## config.mk

```make
export PLATFORM = sky130hd
export DESIGN_NAME = enc8to3_scan
export DESIGN_NICKNAME = d
export VERILOG_FILES = /design/src/rtl/enc_pkg.sv /design/src/rtl/prio_enc8to3.sv /design/src/rtl/enc8to3_scan.sv
export SDC_FILE = /design/constraint.sdc
export NUM_CORES = 1
export LEC_CHECK = 0
export CAP_MARGIN = 30
export CORE_ASPECT_RATIO = 0.7
export CORE_MARGIN = 3
export CORE_UTILIZATION = 41
export DETAILED_ROUTE_END_ITERATION = 8
export PLACE_DENSITY = 0.72
export RECOVER_POWER = 100
export SKIP_CTS_REPAIR_TIMING = 1
export SLEW_MARGIN = 10
export SYNTH_ARGS = -nofsm -noshare
export SYNTH_HDL_FRONTEND = slang
export SYNTH_SLANG_ARGS = --single-unit
```

## constraint.sdc

```tcl
create_clock -name clk -period 3.4 [get_ports clk]
set_input_delay 0.34 -clock clk [delete_from_list [all_inputs] [get_ports clk]]
set_output_delay 0.34 -clock clk [all_outputs]
set_load 0.02 [all_outputs]
```

## src/rtl/enc_pkg.sv

```systemverilog
// Shared types and widths for the sequential 8-to-3 encoder.
// Holds the scan state enum and the vector/index/count widths.
package enc_pkg;

  localparam int VEC_W = 8;
  localparam int IDX_W = 3;
  localparam int CNT_W = 4;

  typedef enum logic {
    IDLE = 1'b0,
    SCAN = 1'b1
  } state_t;

endpackage

```

## src/rtl/prio_enc8to3.sv

```systemverilog
// Combinational priority encoder: vec -> index of highest or lowest set bit.
// Ports: vec (8), idx (3), any (1). MSB_FIRST=1 picks highest, 0 lowest.
module prio_enc8to3
  import enc_pkg::*;
#(
  parameter bit MSB_FIRST = 1'b1
) (
  input  logic [VEC_W-1:0] vec,
  output logic [IDX_W-1:0] idx,
  output logic             any
);

  // The last match in each loop wins, so the
  // scan direction sets the priority.
  always_comb begin
    idx = '0;
    any = |vec;
    if (MSB_FIRST) begin
      for (int i = 0; i < VEC_W; i++)
        if (vec[i]) idx = IDX_W'(i);
    end else begin
      for (int i = VEC_W - 1; i >= 0; i--)
        if (vec[i]) idx = IDX_W'(i);
    end
  end

endmodule

```

## src/rtl/enc8to3_scan.sv

```systemverilog
// Sequential 8-to-3 encoder: accepts a vector, emits each set index per beat.
// Ports: clk, rst_n, en, in/in_valid/in_ready, out/out_valid/out_ready, out_last, cnt.
module enc8to3_scan
  import enc_pkg::*;
#(
  parameter bit MSB_FIRST = 1'b1
) (
  input  logic             clk,
  input  logic             rst_n,
  input  logic             en,
  input  logic [VEC_W-1:0] in,
  input  logic             in_valid,
  output logic             in_ready,
  output logic [IDX_W-1:0] out,
  output logic             out_valid,
  input  logic             out_ready,
  output logic             out_last,
  output logic [CNT_W-1:0] cnt
);

  state_t           state;
  state_t           state_n;
  logic [VEC_W-1:0] vec_r;
  logic [VEC_W-1:0] vec_n;
  logic [IDX_W-1:0] idx;
  logic             any;
  logic [CNT_W-1:0] pc;
  logic             scan;

  prio_enc8to3 #(
    .MSB_FIRST(MSB_FIRST)
  ) u_prio (
    .vec(vec_r),
    .idx(idx),
    .any(any)
  );

  always_comb begin
    pc = '0;
    for (int i = 0; i < VEC_W; i++)
      pc = pc + CNT_W'(vec_r[i]);
  end

  assign scan      = (state == SCAN);
  // rst_n gates in_ready so nothing is offered
  // while the block is held in reset.
  assign in_ready  = rst_n & en & ~scan;
  assign out_valid = scan;
  assign out       = scan ? idx : '0;
  assign cnt       = scan ? pc : '0;
  assign out_last  = scan & (pc == CNT_W'(1));

  always_comb begin
    state_n = state;
    vec_n   = vec_r;
    unique case (state)
      IDLE: begin
        if (in_valid && in_ready) begin
          vec_n = in;
          if (in != '0) state_n = SCAN;
        end
      end
      SCAN: begin
        if (out_ready && any) begin
          vec_n = vec_r & ~(VEC_W'(1) << idx);
          if (out_last) state_n = IDLE;
        end
      end
      default: begin
        state_n = IDLE;
        vec_n   = '0;
      end
    endcase
  end

  always_ff @(posedge clk or negedge rst_n) begin
    if (!rst_n) begin
      state <= IDLE;
      vec_r <= '0;
    end else begin
      state <= state_n;
      vec_r <= vec_n;
    end
  end

endmodule

```

Word-level counts from Yosys, hierarchy flattened
Index checks and enable logic that the tools add are counted.

cells by class
  add/sub/neg operators = 7
  $mul = 0
  divide/modulo/power cells = 0
  $lt $le $gt $ge = 0
  equal/unequal tests = 3
  shift operators = 1
  mux-type cells = 17
  bitwise operators = 6
  reduce and logical (&&, ||, !) cells = 5

operators with widths
  cell                                                    count
  adder 4 x 1 -> 4 bit                                    4
  2-to-1 mux 8 bit                                        2
  one-hot mux 8 bit (2 select lines)                      1
  2-to-1 mux 3 bit                                        5
  AND 8 bit                                               1
  NOT 8 bit                                               1
  nonzero test 8 bit                                      1
  OR reduction 8 bit                                      1
  << shifter 1 x 3 -> 8 bit (first input constant)        1
  2-to-1 mux 1 bit                                        5
  adder 3 x 1 -> 4 bit                                    1
  == test 4 x 1 -> 1 bit (second input constant)          1
  2-to-1 mux 2 bit                                        2
  2-to-1 mux 4 bit                                        1
  inequality test 2 x 1 -> 1 bit (second input constant)  2
  adder 2 x 1 -> 3 bit                                    1
  AND 1 bit                                               3
  adder 1 x 1 -> 2 bit                                    1
  logical AND 1 bit                                       2
  one-hot mux 1 bit (2 select lines)                      1
  AND reduction 2 bit                                     1
  NOT 1 bit                                               1

word-level totals
  bits in registers = 9
  latch bits = 0
  bits in writable memories = 0
  ROM bits = 0
  bits of input ports = 13
  output and inout bits = 10
  logic and storage cells = 41
  memories = 0

Longest topological paths before layout
Gate-level depths: netlist (run 1).

  depth in word-level cells = 12
  depth in mapped cells = 12
  depth with buffers taken out = 12

By module
Synthesis (run 1) repeated with hierarchy kept, for this count alone.

second synthesis, totals
  cell total of the unflattened synthesis = 90
  area, all modules = 817.0 sq um

modules (own cells, without submodules)
  module        times used  cells an instance  area each (sq um)  sequential area each (sq um)
  enc8to3_scan  1           78                 750.7              225.2
  prio_enc8to3  1           12                 66.3               0.0

Least setup slack after synthesis (run 1)
OpenSTA, ideal clock, no wires.

  path type = register to output
  start = register vec_r[0]
  end = output port cnt[2]
  arrival time = 3094 ps
  data required time = 3060 ps
  setup slack = -34 ps
  stages on the path, launching flop included = 11
  path buffers = 0
  path through = dfrtp_1 -> fa_1 -> inv_1 -> fa_1 -> fa_1 -> inv_1 -> ha_1 -> inv_1 -> fa_1 -> nor2b_1 -> nor3_1

on the way
  cells in the longest elaborated chain, start to end = 8

ends and longest elaborated chain
  what                                RTL line            text
  from (decl)                         enc8to3_scan.sv:23  logic [VEC_W-1:0] vec_r;
  from (signal assigned)              enc8to3_scan.sv:82  vec_r <= vec_n;
  adder 1 x 1 -> 2 bit                enc8to3_scan.sv:41  pc = pc + CNT_W'(vec_r[i]);
  adder 2 x 1 -> 3 bit                enc8to3_scan.sv:41
  adder 3 x 1 -> 4 bit                enc8to3_scan.sv:41
  adder 4 x 1 -> 4 bit (4 in series)  enc8to3_scan.sv:41
  2-to-1 mux 4 bit                    enc8to3_scan.sv:50  assign cnt = scan ? pc : '0;
  to (decl)                           enc8to3_scan.sv:18  output logic [CNT_W-1:0] cnt

No other way between the ends.

Final worst setup path (run 1)
  start = register vec_r[0]
  end = output port out_last

on the way
  cells in the longest elaborated chain, start to end = 9

ends and longest elaborated chain
  what                                RTL line            text
  adder 1 x 1 -> 2 bit                enc8to3_scan.sv:41
  adder 2 x 1 -> 3 bit                enc8to3_scan.sv:41
  adder 3 x 1 -> 4 bit                enc8to3_scan.sv:41
  adder 4 x 1 -> 4 bit (4 in series)  enc8to3_scan.sv:41
  == test 4 x 1 -> 1 bit              enc8to3_scan.sv:51  assign out_last = scan & (pc == CNT_W'(1));
  AND 1 bit                           enc8to3_scan.sv:51
  to (decl)                           enc8to3_scan.sv:17  output logic out_last,

No other way between the ends.

==> results.md, run 1 <==
* Outcome: finished, violations left
* Failing checks: setup timing
* Clock Skews at 6.51 ps
* DRC at 0
* I/O pins at 23
* Routed WL at 2.48 mm
* Maximum clock rate at 275 MHz
* Clock root cell: clkbuf_4
* Worst Path Required at 3060 ps
* Crit path max-delay family: adder cells
* TritonRoute pass-1 iters at 4
* YS warnings at 0
* Vias in the first global route at 769
* Die width at 58.3 µm
* Clock-pin slew on the worst setup and hold paths at 60 ps
* Distinct cells, synth at 34
* Vias per std cell at 5.96
* Largest net degree at the start of global routing at 15
* Worst-path fanout max at 2
* RSZ-0062 raised after global routing: yes
* Fin crit period at 3640 ps
* GR Util All Layers at 19.6%
* Initial core utilization at 46.3%
* Initial antenna violation count at 0
* Fin. max-slew vios at 0
* Slew HR at 59.8%
* FP Rows at 12
* Worst skew pair latency at 260 ps
* # clock sinks at 9
* Length in cells of the worst reg-to-reg path at 12
* Worst-case clock buffer depth at 2
* Crit end category: output port
* Final Cell Area at 0.00120 mm²
* Final hold violations at 0
* Final antenna-violating net count at 0
* Iter 0 DRT Violations at 45
* Maxcap violations at 0
* Die Y at 42.6 µm
* CP max-delay cell: fa_1
* # diodes at 0
* Hold Crit Class: primary input to asynchronous set/reset pin
* Die area at 0.00249 mm²
* Commonest non-fill, non-tap cell in the layout: inv_1
* Synthesis-stage register bit count at 9
* CP Cell Sequence: fa_1 > inv_1 > fa_1 > fa_2 > inv_2 > ha_4 > inv_2 > fa_2 > nor2b_4 > a21oi_2 > nor2_1 > buf_4
* Vias at 846
* Mapped Area at 786 µm²
* Bufs and invs on worst path at 4
* H-tree lvl count at 1
* First-pass GRT wire length at 3.59 mm
* Sequential element share of the synthesized area at 28.7%
* Core area at 0.00170 mm²
* Global route total overflow at 0
* Clock tree from TritonCTS: done
* Commonest non-fill, non-tap cells in the layout: 13 x inv_1, 12 x buf_4, 11 x clkdlybuf4s50_1, 9 x dfrtp_1, 6 x dlygate4sd3_1
* Post-Syn Instances at 85
* Fin crit share at 107%
* Worst slew pin tran at 595 ps
* Average cell area after synthesis at 9.24 µm²
* Setup ws final at -236 ps
* Crit start category: register
* Crit path largest cell delay at 540 ps
* Crit Path Category: register to output port
* GPL Wtd Cong at 0.895
* Instance count on the critical path at 12
* IO buf count at 22
* Layout cells sized above 1 at 31.4%
* Nets@finish at 143
* Area Overhead vs Synth at 53.3%
* # setup viols final at 3
* R2r setup slk at 30 ps
* Worst endpoint data arrival time at 3300 ps
* Detailed placement HPWL at 1.84 mm
* Cts bufs inserted at 3
* Area post-placement at 0.00111 mm²
* Routed len/inst at 17.5 µm
* Net Count, Synth at 106
worst reg2reg max path: cells and delay by family, from the launching register on:
family / cells / cell delay, ps
AO/OA/AOI/OAI: 1 / 260
adder cells (fa/ha/maj): 5 / 2160
buffers and inverters: 4 / 290
flip-flops: 1 / 400
AND/OR/NAND/NOR: 2 / 150
cells in the mapped netlist:
cell | instances | area share, %
inv_1 | 15 | 7.2
dfrtp_1 | 9 | 29
nand2_1 | 6 | 2.9
nor2_1 | 6 | 2.9
fa_1 | 4 | 10
ha_1 | 4 | 6.4
nor2b_1 | 4 | 3.2
a21oi_1 | 3 | 1.9
a22o_1 | 3 | 3.3
a221o_1 | 2 | 2.5
and2_1 | 2 | 1.6
and3_1 | 2 | 1.6
o21ai_0 | 2 | 1.3
o21ai_2 | 2 | 2.2
or4_1 | 2 | 1.9
a211oi_1 | 1 | 0.96
a22oi_1 | 1 | 0.96
a311oi_2 | 1 | 1.9
a31oi_4 | 1 | 2.7
a32oi_1 | 1 | 1.1
and3_2 | 1 | 0.96
and4b_1 | 1 | 1.3
buf_2 | 1 | 0.64
clkbuf_1 | 1 | 0.48
nand3b_1 | 1 | 0.96
nor3_1 | 1 | 0.64
nor4_4 | 1 | 2.7
o2111ai_1 | 1 | 1.1
o21ai_1 | 1 | 0.64
o22ai_1 | 1 | 0.80
o2bb2ai_1 | 1 | 1.1
o311ai_0 | 1 | 1.1
o41ai_1 | 1 | 1.1
or2_4 | 1 | 1.1
sequential cells by signal (all words and copies together) (netlist names):
register and flops:
vec_r 8, out_valid 1
metal layers:
| layer | vias up | global-route usage, % | routed length [µm] |
|---|---|---|---|
| met5 | - | 0 | 0 |
| met4 | 0 | 3.70 | 22 |
| met3 | 6 | 7.38 | 279 |
| met2 | 64 | 26.7 | 1110 |
| met1 | 397 | 29.0 | 1070 |
| li1 | 379 | - | - |
final cells by class:
type	count	area, µm²
Multi-Input combinational cell	59	561
Fill cell	122	492
Timing Repair Buffer	34	310
Sequential cell	9	225
Inverter	15	56.3
Clock buffer	4	26.3
Tap cell	21	26.3
stage by stage:
| stage | TNS [ps] | setup WS (ps) | utilization (%) | hold WS, ps | std cells |
|---|---|---|---|---|---|
| final | -610 | -236 | 71.0 | 478 | 142 |
| after global routing | -867 | -306 | 71.0 | 476 | 142 |
| after CTS | -2640 | -724 | 67.0 | 412 | 141 |
| after detailed placement | -1190 | -431 | 65.5 | 616 | 137 |
| after global placement | -901 | -336 | 65.5 | 573 | 137 |
| after floorplan | 0 | 30.8 | - | 44.4 | 85 |
worst paths after layout:
check                                  endpoint                  from
max                                    out_last  vec_r[0]$_DFFE_PN0P_
min                        vec_r[2]$_DFFE_PN0P_                 rst_n
max reg2reg                 out_valid$_DFF_PN0_  vec_r[0]$_DFFE_PN0P_
min reg2reg                vec_r[5]$_DFFE_PN0P_  vec_r[5]$_DFFE_PN0P_
max in group asynchronous  vec_r[1]$_DFFE_PN0P_                 rst_n
min in group clk           vec_r[5]$_DFFE_PN0P_  vec_r[5]$_DFFE_PN0P_
cell families (layout without fill, tap and decap cells):
logic type / after synthesis / count (layout) / synth area share, %
AO/OA/AOI/OAI: 23 / 23 / 24.8
adder cells (fa/ha/maj): 8 / 8 / 16.6
buffers and inverters: 17 / 53 / 8.28
flip-flops: 9 / 9 / 28.7
AND/OR/NAND/NOR: 28 / 28 / 21.7
Power of run 1 is left out: the tool's default activity adds up to more than one toggle a clock period on the data nets, which glitch-free logic cannot reach.
==> run 2, diff against run 1 <==
--- a/config.mk
+++ b/config.mk
@@ -5,10 +5,13 @@
 export SDC_FILE = /design/constraint.sdc
 export NUM_CORES = 1
 export LEC_CHECK = 0
-export CAP_MARGIN = 30
+export ABC_AREA = 1
+export CAP_MARGIN = 15
+export CELL_PAD_IN_SITES_DETAIL_PLACEMENT = 1
+export CELL_PAD_IN_SITES_GLOBAL_PLACEMENT = 2
 export CORE_ASPECT_RATIO = 0.7
 export CORE_MARGIN = 3
-export CORE_UTILIZATION = 41
+export CORE_UTILIZATION = 22
 export DETAILED_ROUTE_END_ITERATION = 8
 export PLACE_DENSITY = 0.72
 export RECOVER_POWER = 100
==> results.md, run 2 <==
* Maximum clock rate at 272 MHz
* I/O pins at 23
* Initial core utilization at 23.7%
* CP Cell Sequence: fa_1 > inv_1 > fa_1 > fa_1 > inv_1 > ha_2 > inv_2 > fa_2 > xor2_2 > nand3_2 > a21oi_2 > buf_6
* Setup ws final at -274 ps
* Largest net degree at the start of global routing at 13
* Final hold violations at 0
* Slew HR at 67.9%
* H-tree lvl count at 1
* Cts bufs inserted at 3
* # diodes at 0
* Hold Crit Class: register to register
* Async S/R FF share, synth at 100%
* Outcome: finished, violations left
* Final Cell Area at 0.00115 mm²
* Crit end category: output port
* Post-Syn Instances at 113
* Clock tree from TritonCTS: done
* Most frequent CP cell: fa_1
* Leak Pwr at 0.609 nW
* Final antenna-violating net count at 0
* Fin crit share at 108%
* # setup viols final at 3
* Die area at 0.00427 mm²
* Vias per std cell at 4.14
* Post-synthesis mux area share at 0%
* Area Overhead vs Synth at 49.4%
* Clock-pin slew on the worst setup and hold paths at 40 ps
* P per Cell Area at 1260 mW/mm²
* Initial antenna violation count at 0
* Top cells by area, synth: dfrtp_1 29%, nand2_1 22%, fa_1 10%
* Count leader, synth: nand2_1
* Distinct cells, synth at 20
* DRC at 0
* Worst skew pair latency at 240 ps
* Top cell type by total area after synthesis: dfrtp_1
* Fin crit period at 3670 ps
* Final Util at 35.4%
* Clock Skews at 3.35 ps
* Worst slew pin tran at 479 ps
* Maxcap violations at 0
* CP max-delay cell: fa_1
* Synth Area in Adders at 16.9%
* IO buf count at 22
* Synth Area in Compound Gates at 5.67%
* Sequential element share of the synthesized area at 29.2%
* Post-synthesis simple-gate area fraction at 35.5%
* Total power at 1.45 mW
* Yosys top cell area share at 29.2%
* Worst endpoint data arrival time at 3330 ps
* Bufs and invs on worst path at 4
* Worst Path Required at 3060 ps
* XOR/XNOR Fraction of Synth Area at 1.13%
* Iter 0 DRT Violations at 43
* Synth top cells by count: 46 x nand2_1, 18 x inv_1, 9 x dfrtp_1, 8 x nor2_1, 6 x nand3_1
* Detailed placement HPWL at 2.03 mm
* GPL Wtd Cong at 0.816
* Failing checks: setup timing
* Core area at 0.00325 mm²
* Worst vdd ir at 350 µV
* Largest family of logic cells by synthesized area: simple AND/OR/NAND/NOR gates
* Global route total overflow at 0
* Crit start category: register
* Layout cells sized above 1 at 19.9%
* Worst-path fanout max at 2
* Max reg flops at 8
* # clock sinks at 9
* Crit Path Category: register to output port
* Die Y at 55.6 µm
* Area post-placement at 0.00108 mm²
* Clock root cell: clkbuf_8
* Synthesis-stage register bit count at 9
* Routed WL at 2.41 mm
* Vias at 799
* Crit path max-delay family: adder cells
* Worst-case clock buffer depth at 2
* First-pass GRT wire length at 3.88 mm
* EDFF count, synth at 0
* TritonRoute pass-1 iters at 4
* Ys flop type: dfrtp_1
* Fin. max-slew vios at 0
* Commonest non-fill, non-tap cells in the layout: 46 x nand2_1, 17 x inv_1, 11 x clkdlybuf4s50_1, 10 x buf_4, 9 x dfrtp_1
* Vias in the first global route at 803
* Routed len/inst at 12.5 µm
* Crit path largest cell delay at 540 ps
* Commonest non-fill, non-tap cell in the layout: nand2_1
* FP Rows at 17
* Nets@finish at 168
* YS warnings at 0
* Largest Register: vec_r
* RSZ-0062 raised after global routing: yes
* Average cell area after synthesis at 6.83 µm²
* Die width at 76.8 µm
* GR Util All Layers at 11.6%
* Mapped Area at 772 µm²
* Net Count, Synth at 134
-- run 2: final timing paths --
| path | startpoint | end | slack, ps | cells past startpoint |
|---|---|---|---|---|
| min in group asynchronous | rst_n | vec_r[5]$_DFFE_PN0P_ | 500 | 1 |
| worst max register to register | vec_r[0]$_DFFE_PN0P_ | out_valid$_DFF_PN0_ | 20 | 15 |
| worst max-delay path | vec_r[0]$_DFFE_PN0P_ | out_last | -270 | 12 |
| worst min-delay path | vec_r[6]$_DFFE_PN0P_ | vec_r[6]$_DFFE_PN0P_ | 470 | 2 |
| worst min register to register | vec_r[6]$_DFFE_PN0P_ | vec_r[6]$_DFFE_PN0P_ | 470 | 2 |
| max in group asynchronous | rst_n | vec_r[1]$_DFFE_PN0P_ | 2570 | 1 |
-- run 2: metal layers --
| metal | GRT usage, % | vias up | wire length [µm] | share of wire (%) |
|---|---|---|---|---|
| li1 | - | 408 | - | - |
| met1 | 16.5 | 371 | 1220 | 50 |
| met2 | 16.7 | 20 | 1050 | 43 |
| met3 | 4.72 | 0 | 147 | 6.1 |
| met4 | 1.55 | 0 | 0 | 0 |
| met5 | 0 | - | 0 | 0 |
-- run 2: layout make-up --
class                   instances  area, µm²
well taps                      47       58.8
flip-flops and latches          9        225
fillers                       408       2100
inverters                      21       78.8
multi-input cells              82        479
clock buffers                   4       45.0
repair buffers                 30        267
-- run 2: through the flow --
stage          setup slack [ps]  std cells  setup TNS, ps  hold WS, ps
2_1_floorplan              91.4        113              0         44.4
3_3_place_gp               -435        187           -962          455
3_5_place_dp               -542        187          -1290          473
4_1_cts                    -797        191          -2510          445
5_1_grt                    -396        193          -1010          491
6_report                   -274        193           -490          473
-- run 2: kinds of logic after synthesis --
family          after synthesis
buf+inv                      22
fa+ha+maj                     8
flops                         9
simple gates                 66
xor+xnor                      1
compound gates                7
-- run 2: worst reg2reg max path: stages (launching register included) --
cell     delay, ps
dfrtp_1        390
fa_1           550
inv_1           50
fa_1           490
fa_1           400
inv_1           60
ha_2           180
inv_2           40
fa_2           350
xor2_2         190
nand3_2        100
a21oi_2        160
buf_4          130
nand3_2         50
nand2_2         60
nand2_1         60
-- run 2: where the power goes --
group	internal [mW]	total [mW]	leakage [nW]	switching, mW
sequential	0.150	0.202	0.117	0.0513
clock	0.0820	0.128	0.0228	0.0458
combinational	0.479	1.12	0.470	0.640
(Power assumes the default switching activity.)
